[src/rtl/sync_fifo_flags.sv]
// Single-clock FIFO with arbitrary depth, occupancy count, threshold flags,
// registered read port with valid strobe, synchronous flush and error pulses.
module sync_fifo_flags #(
  parameter int unsigned WIDTH     = 8,
  parameter int unsigned DEPTH     = 8,
  parameter int unsigned AF_THRESH = 6,
  parameter int unsigned AE_THRESH = 2,
  localparam int unsigned CW       = $clog2(DEPTH + 1)
) (
  input  logic             clk,
  input  logic             rst_n,
  input  logic             flush,
  input  logic             wr_en,
  input  logic [WIDTH-1:0] wr_data,
  input  logic             rd_en,
  output logic [WIDTH-1:0] rd_data,
  output logic             rd_valid,
  output logic             full,
  output logic             empty,
  output logic             almost_full,
  output logic             almost_empty,
  output logic [CW-1:0]    count,
  output logic             overflow,
  output logic             underflow
);

  localparam int unsigned PW = (DEPTH > 1) ? $clog2(DEPTH) : 1;
  localparam logic [PW-1:0] LAST = PW'(DEPTH - 1);

  logic [WIDTH-1:0] mem [DEPTH];
  logic [PW-1:0]    wr_ptr;
  logic [PW-1:0]    rd_ptr;
  logic             wr_acc;
  logic             rd_acc;

  assign full         = (count == CW'(DEPTH));
  assign empty        = (count == '0);
  assign almost_full  = (count >= CW'(AF_THRESH));
  assign almost_empty = (count <= CW'(AE_THRESH));

  // A write into a full FIFO is accepted when a read frees a slot in the same cycle.
  assign rd_acc = rd_en & ~empty;
  assign wr_acc = wr_en & (~full | rd_en);

  always_ff @(posedge clk) begin
    if (!flush && wr_acc)
      mem[wr_ptr] <= wr_data;
  end

  always_ff @(posedge clk or negedge rst_n) begin
    if (!rst_n) begin
      wr_ptr    <= '0;
      rd_ptr    <= '0;
      count     <= '0;
      rd_data   <= '0;
      rd_valid  <= 1'b0;
      overflow  <= 1'b0;
      underflow <= 1'b0;
    end else if (flush) begin
      wr_ptr    <= '0;
      rd_ptr    <= '0;
      count     <= '0;
      rd_valid  <= 1'b0;
      overflow  <= 1'b0;
      underflow <= 1'b0;
    end else begin
      rd_valid  <= rd_acc;
      overflow  <= wr_en & ~wr_acc;
      underflow <= rd_en & empty;
      if (wr_acc)
        wr_ptr <= (wr_ptr == LAST) ? '0 : wr_ptr + PW'(1);
      if (rd_acc) begin
        rd_ptr  <= (rd_ptr == LAST) ? '0 : rd_ptr + PW'(1);
        rd_data <= mem[rd_ptr];
      end
      case ({wr_acc, rd_acc})
        2'b10:   count <= count + CW'(1);
        2'b01:   count <= count - CW'(1);
        default: count <= count;
      endcase
    end
  end

endmodule
[config.mk]
export PLATFORM = sky130hd
export DESIGN_NAME = sync_fifo_flags
export DESIGN_NICKNAME = d
export VERILOG_FILES = /design/src/rtl/sync_fifo_flags.sv
export SDC_FILE = /design/constraint.sdc
export NUM_CORES = 1
export LEC_CHECK = 0
export BUFFER_PORTS_ARGS = -buffer_cell sky130_fd_sc_hd__buf_2
export CAP_MARGIN = 20
export CORE_ASPECT_RATIO = 0.75
export CORE_MARGIN = 4
export CORE_UTILIZATION = 63
export DETAILED_ROUTE_END_ITERATION = 12
export GPL_TIMING_DRIVEN = 0
export PLACE_DENSITY_LB_ADDON = 0.15
export SKIP_CTS_REPAIR_TIMING = 1
export SKIP_LAST_GASP = 1
export SLEW_MARGIN = 20
export SYNTH_ARGS = -nofsm -noshare
export SYNTH_HDL_FRONTEND = slang
export SYNTH_SLANG_ARGS = --single-unit
[constraint.sdc]
create_clock -name clk -period 5.9 [get_ports clk]
set_input_delay 0.295 -clock clk [delete_from_list [all_inputs] [get_ports clk]]
set_output_delay 0.295 -clock clk [all_outputs]
set_load 0.05 [all_outputs]
==> flow_summary.json, run 1 <==
{
  "leakage_nw": 1.50,
  "p_sw_share_pct": 34.2,
  "areaGrowthSynthToFinish_pct": 14.5,
  "die_height_um": 72.6,
  "post-route-min-period_ns": 2.74,
  "cts_tree": "done",
  "sequentialPowerShare_pct": 41.5,
  "cts_root_buffer": "clkbuf_8",
  "pre_cts_slack_ns": 3.17,
  "holdCritPathClass": "input port to flip-flop",
  "dieArea_mm2": 0.00683,
  "clk_pin_slew_worst_paths_ns": 0.08,
  "pwr-share-comb_pct": 31.7,
  "crit_required_ns": 6.14,
  "path_cells": "o41ai_4 > or2_0 > buf_2 > inv_1 > ha_1 > a21o_1 > a22oi_1 > o32a_1 > mux2_1",
  "wl_met1_um": 2860,
  "setup_ws_ns": 3.16,
  "grt_max_degree": 22,
  "max_freq_mhz": 365,
  "grt_setup_unrepaired": "false",
  "cap_violations": 0,
  "final_common_cell": "edfxtp_1",
  "worstSetupEndpointType": "flip-flop",
  "final_layout_size_suffix_gt1_share_pct": 27.9,
  "avgSynthCellArea_um2": 16.8,
  "final_core_util_pct": 74.9,
  "hpwl_um": 4330,
  "p_per_area_mw_per_mm2": 440,
  "clock-sinks": 85,
  "antenna_cells": 0,
  "num_vias": 1934,
  "layout_common_cells": "64 x edfxtp_1, 36 x buf_2, 22 x nor2_1, 21 x dfrtp_1, 16 x mux4_2",
  "grt.total_usage_pct": 21.7,
  "crit_path_start_kind": "flip-flop",
  "drc": 0,
  "synthCells": 209,
  "p_int_w": 0.00116,
  "overflow": 0,
  "slew_viol_final": 0,
  "first_iter_violations": 177,
  "rows": 23,
  "final_nets": 272,
  "synth_area_mm2": 0.00350,
  "cp.arrival_ns": 2.98,
  "ys_types": 39,
  "crit_type": "flip-flop to flip-flop",
  "ys_ff_latch": 85,
  "drt_pre_antenna_iters": 4,
  "outcome": "complete, no violations",
  "clk_path_buf_depth": 2,
  "gp_congestion": 0.780,
  "ant_nets": 0,
  "worst-path-buf-inv": 2,
  "clk_latency_ns": 0.35,
  "slowest_delay_ns": 0.57,
  "wl_um": 6580,
  "highest_layer": "met4",
  "worstPathMaxFanout": 10,
  "start_util_pct": 65.4,
  "fin_tns_setup_ns": 0,
  "wl_per_cell_um": 19.8,
  "die_x_um": 94.1,
  "htree_levels": 3,
  "portBuffers": 31,
  "power_switching_w": 0.000604,
  "finalHoldViolations": 0,
  "ir_drop_mv": 0.255,
  "antenna_found_initial": 0,
  "tightest_slew_ns": 0.923,
  "clkPwrFrac_pct": 26.8,
  "syn_nets": 228,
  "cpMaxStageDelayCell": "o41ai_4",
  "avgViaCountPerCell": 5.81,
  "cts_buffers": 9,
  "yosysSeqAreaShare_pct": 69.9,
  "synth_warnings": 0,
  "dr_wl_met2_um": 3210,
  "slew_headroom_pct": 38.3,
  "io-pin-count": 32,
  "crit_family": "compound AO/OA/AOI/OAI gates",
  "timing.final.crit_share_pct": 46.4,
  "finalSetupViolCount": 0,
  "grt_pass1_wl_um": 10500,
  "core_area_mm2": 0.00535,
  "skew_ns": 0.00857,
  "grt_pass1_vias": 1953,
  "wl_met3_um": 465
}
through the flow:
| step | std cells | hold WS [ns] | power [W] | instance area [µm²] |
|---|---|---|---|---|
| finish | 333 | 0.211 | 0.00177 | 4010 |
| global route | 333 | 0.210 | 0.00185 | 4010 |
| CTS | 332 | -0.0847 | 0.00178 | 4000 |
| detailed placement | 316 | 0.297 | 0.00131 | 3770 |
| global placement | 315 | 0.291 | 0.00130 | 3750 |
| floorplan | 209 | -0.000591 | 0.00118 | 3500 |
per-layer routing:
| metal | GRT usage, % | up-vias |
|---|---|---|
| met5 | 0 | - |
| met1 | 31.1 | 963 |
| met3 | 7.11 | 7 |
| met2 | 33.2 | 60 |
| met4 | 5.29 | 0 |
| li1 | - | 904 |
flip-flops by register name, indices dropped and copies added, names as in the netlist:
register   count
rd_valid       1
underflow      1
wr_ptr         3
overflow       1
mem           64
count          4
rd_data        8
rd_ptr         3
worst paths after layout:
path,from,end,slack [ns],cells after the start
worst max register to register,count[2]$_DFFE_PN0P_,count[3]$_DFFE_PN0P_,3.16,9
min in group asynchronous,rst_n,wr_ptr[2]$_DFFE_PN0P_,0.45,2
max in group asynchronous,rst_n,rd_data[4]$_DFFE_PN0P_,5.09,2
worst max-delay path,count[2]$_DFFE_PN0P_,count[3]$_DFFE_PN0P_,3.16,9
worst min-delay path,wr_data[3],mem[5][3]$_DFFE_PP_,0.21,1
worst min register to register,rd_data[6]$_DFFE_PN0P_,rd_data[6]$_DFFE_PN0P_,0.53,2
cell usage after synthesis, drive strengths merged:
| master | n | area (µm²) |
|---|---|---|
| o21ai | 4 | 23.8 |
| nand2b | 2 | 12.5 |
| mux4 | 16 | 360 |
| nor4 | 1 | 6.26 |
| or3b | 1 | 8.76 |
| and3 | 2 | 12.5 |
| nand2 | 4 | 15.0 |
| xor2 | 1 | 8.76 |
| mux2i | 11 | 110 |
| inv | 3 | 11.3 |
| or2 | 1 | 6.26 |
| or3 | 3 | 18.8 |
| o211ai | 1 | 7.51 |
| clkbuf | 5 | 20.0 |
| o32a | 1 | 10.0 |
| ha | 6 | 75.1 |
| xnor2 | 1 | 8.76 |
| o41ai | 1 | 27.5 |
| dfrtp | 21 | 526 |
| o2111ai | 1 | 8.76 |
| and3b | 1 | 8.76 |
| o31ai | 1 | 7.51 |
| nor3b | 2 | 15.0 |
| a21oi | 12 | 60.1 |
| a22oi | 1 | 7.51 |
| buf | 6 | 28.8 |
| nand3 | 3 | 15.0 |
| nor2 | 22 | 82.6 |
| a211oi | 1 | 7.51 |
| or4b | 1 | 10.0 |
| a21o | 2 | 15.0 |
| edfxtp | 64 | 1920 |
| o21a | 1 | 7.51 |
| mux2 | 1 | 11.3 |
| nor2b | 1 | 6.26 |
| nor3 | 4 | 20.0 |
power groups by stage:
stage               logic, W  registers (W)  clock network (W)
CTS                 0.000564       0.000733           0.000478
global placement    0.000553       0.000743                  0
global route        0.000602       0.000739           0.000508
detailed placement  0.000562       0.000746                  0
finish              0.000561       0.000733           0.000473
floorplan           0.000301       0.000877                  0
cells by family after synthesis:
kind of cell    synth area share (%)
compound gates                  5.22
xor+xnor                       0.500
fa+ha+maj                       2.14
buf+inv                         1.71
flops                           69.9
mux                             13.8
simple gates                    6.79
layout make-up:
type | count | area [µm²]
Sequential cell | 85 | 2450
Fill cell | 357 | 1340
Multi-Input combinational cell | 110 | 1000
Timing Repair Buffer | 33 | 173
Clock buffer | 11 | 131
Clock inverter | 5 | 101
Tap cell | 75 | 93.8
Buffer | 11 | 48.8
Inverter | 3 | 11.3
No activity file was read; power rests on OpenSTA's default activity.
==> run 2: changes to the inputs <==
--- a/config.mk
+++ b/config.mk
@@ -9,7 +9,7 @@
 export CAP_MARGIN = 20
 export CORE_ASPECT_RATIO = 0.75
 export CORE_MARGIN = 4
-export CORE_UTILIZATION = 63
+export CORE_UTILIZATION = 58
 export DETAILED_ROUTE_END_ITERATION = 12
 export GPL_TIMING_DRIVEN = 0
 export PLACE_DENSITY_LB_ADDON = 0.15
==> constraint.sdc (replaced) <==
create_clock -name clk -period 2.6 [get_ports clk]
set_input_delay 0.13 -clock clk [delete_from_list [all_inputs] [get_ports clk]]
set_output_delay 0.13 -clock clk [all_outputs]
set_load 0.05 [all_outputs]
==> run 2 against run 1 <==
Net effect:
- setup slack lost 3.1 ns
- count of clock-buffer cells in the layout is 1 lower
- combinational power is 140% higher
- total power is 130% higher
- utilization fell by 5.1 points
- hold slack worse by 0.16 ns
- largest power group unchanged
- highest routed layer unchanged
- critical path depth is the same
==> flow_summary.json, run 2 (same netlist as run 1, synthesis figures left out) <==
{
  "outcome": "complete, no violations",
  "final_nets": 278,
  "clk_latency_ns": 0.35,
  "cap_violations": 0,
  "timing.final.crit_share_pct": 97.1,
  "overflow": 0,
  "skew_ns": 0.00832,
  "grt_setup_unrepaired": "true",
  "io-pin-count": 32,
  "drt_pre_antenna_iters": 4,
  "pre_cts_slack_ns": -0.145,
  "sequentialPowerShare_pct": 41.4,
  "avgViaCountPerCell": 5.75,
  "ir_drop_mv": 0.492,
  "htree_levels": 3,
  "power_switching_w": 0.00142,
  "p_per_area_mw_per_mm2": 987,
  "crit_required_ns": 2.83,
  "grt_pass1_vias": 1849,
  "worstPathMaxFanout": 5,
  "grt.total_usage_pct": 19.2,
  "clkPwrFrac_pct": 24.9,
  "max_freq_mhz": 396,
  "crit_path_start_kind": "flip-flop",
  "first_iter_violations": 146,
  "hpwl_um": 4280,
  "post-route-min-period_ns": 2.52,
  "num_vias": 1968,
  "gp_congestion": 0.735,
  "rows": 24,
  "cts_buffers": 9,
  "tightest_slew_ns": 0.867,
  "seq_area_mm2": 0.00245,
  "final_layout_size_suffix_gt1_share_pct": 32.2,
  "antenna_cells": 0,
  "holdCritPathClass": "input port to flip-flop",
  "portBuffers": 31,
  "areaGrowthSynthToFinish_pct": 16.2,
  "clk_path_buf_depth": 2,
  "dieArea_mm2": 0.00736,
  "die_x_um": 97.7,
  "multiInputGateArea_mm2": 0.00102,
  "die_height_um": 75.3,
  "layout_common_cells": "64 x edfxtp_1, 36 x buf_2, 22 x nor2_1, 18 x dfrtp_1, 16 x mux4_2",
  "final_common_cell": "edfxtp_1",
  "core_area_mm2": 0.00583,
  "p_sw_share_pct": 35.2,
  "antenna_found_initial": 0,
  "cts_tree": "done",
  "fill_cells": 407,
  "clock-sinks": 85,
  "slew_headroom_pct": 42.0,
  "ant_nets": 0,
  "finalSetupViolCount": 0,
  "finalHoldViolations": 0,
  "wl_per_cell_um": 19.1,
  "wl_um": 6540,
  "grt_max_degree": 22,
  "drc": 0,
  "setup_ws_ns": 0.0765,
  "pwr-share-comb_pct": 33.7,
  "slew_viol_final": 0,
  "hold_ws_ns": 0.0521,
  "start_util_pct": 60.1,
  "clk_pin_slew_worst_paths_ns": 0.08,
  "crit_type": "flip-flop to flip-flop",
  "grt_pass1_wl_um": 10300,
  "cts_root_buffer": "clkbuf_8",
  "p_int_w": 0.00260,
  "largest_reg_flops": 64,
  "largest_register": "mem",
  "worstSetupEndpointType": "flip-flop",
  "reg_top3": "mem (64), rd_data (8), count (4)",
  "cp.arrival_ns": 2.75,
  "leakage_nw": 1.52
}
## run 2: cell count changes in the layout (fill, tap and decap cells not counted), sizes merged
| cell | previous run | this run |
|---|---|---|
| bufinv | 3 | 2 |
| clkinv | 1 | 2 |
| clkbuf | 16 | 14 |
| buf | 38 | 45 |
| clkinvlp | 1 | 2 |
## run 2: power by group through the flow
stage	Combinational [W]	Sequential [W]	Clock (W)
finish	0.00136	0.00166	0.00100
global route	0.00144	0.00168	0.00108
CTS	0.00128	0.00167	0.00101
detailed placement	0.00128	0.00170	0
global placement	0.00126	0.00169	0
floorplan	0.000689	0.00199	0
## run 2: critical path, stage by stage (launching register included)
cell	delay, ns
dfrtp_2	0.45
o41ai_4	0.43
or2_0	0.15
buf_2	0.16
inv_1	0.12
ha_4	0.24
a21o_1	0.16
a22oi_1	0.16
o32a_1	0.19
mux2_1	0.33
## run 2: per-layer routing
layer  global-route usage (%)  share of wire [%]  wire [µm]
met3                     6.04                6.9        451
met1                     27.8                 46       3000
met2                     29.4                 47       3050
met5                        0                  0          0
met4                     3.99               0.67         44
## run 2: cell type report
cell class | count | share of cell area, %
plain buffers | 10 | 1.08
clock buffers | 10 | 3.14
clock inverters | 6 | 2.18
inverters | 3 | 0.277
multi-input cells | 110 | 25.2
flip-flops and latches | 85 | 60.2
well taps | 78 | 2.40
repair buffers | 40 | 5.54
## run 2: path summary, 6_finish.rpt
| check | startpoint | endpoint | slack (ns) | depth (start not counted) |
|---|---|---|---|---|
| worst max-delay path | count[2]$_DFFE_PN0P_ | count[3]$_DFFE_PN0P_ | 0.08 | 9 |
| worst min-delay path | wr_data[5] | mem[1][5]$_DFFE_PP_ | 0.05 | 1 |
| worst max register to register | count[2]$_DFFE_PN0P_ | count[3]$_DFFE_PN0P_ | 0.08 | 9 |
| worst min register to register | rd_data[7]$_DFFE_PN0P_ | rd_data[7]$_DFFE_PN0P_ | 0.54 | 2 |
| max in group asynchronous | rst_n | count[3]$_DFFE_PN0P_ | 1.93 | 2 |
| min in group asynchronous | rst_n | rd_ptr[2]$_DFFE_PN0P_ | 0.29 | 2 |
## run 2: per-stage QoR
step	util [%]	instance area, µm²	cells	TNS, ns	total power [W]
CTS	68.5	3990	334	-0.171	0.00397
finish	69.8	4070	342	0	0.00402
detailed placement	64.8	3770	318	-0.145	0.00298
global placement	64.7	3770	318	-0.692	0.00296
floorplan	-	3520	209	-0.00453	0.00268
global route	69.8	4070	342	-0.578	0.00420
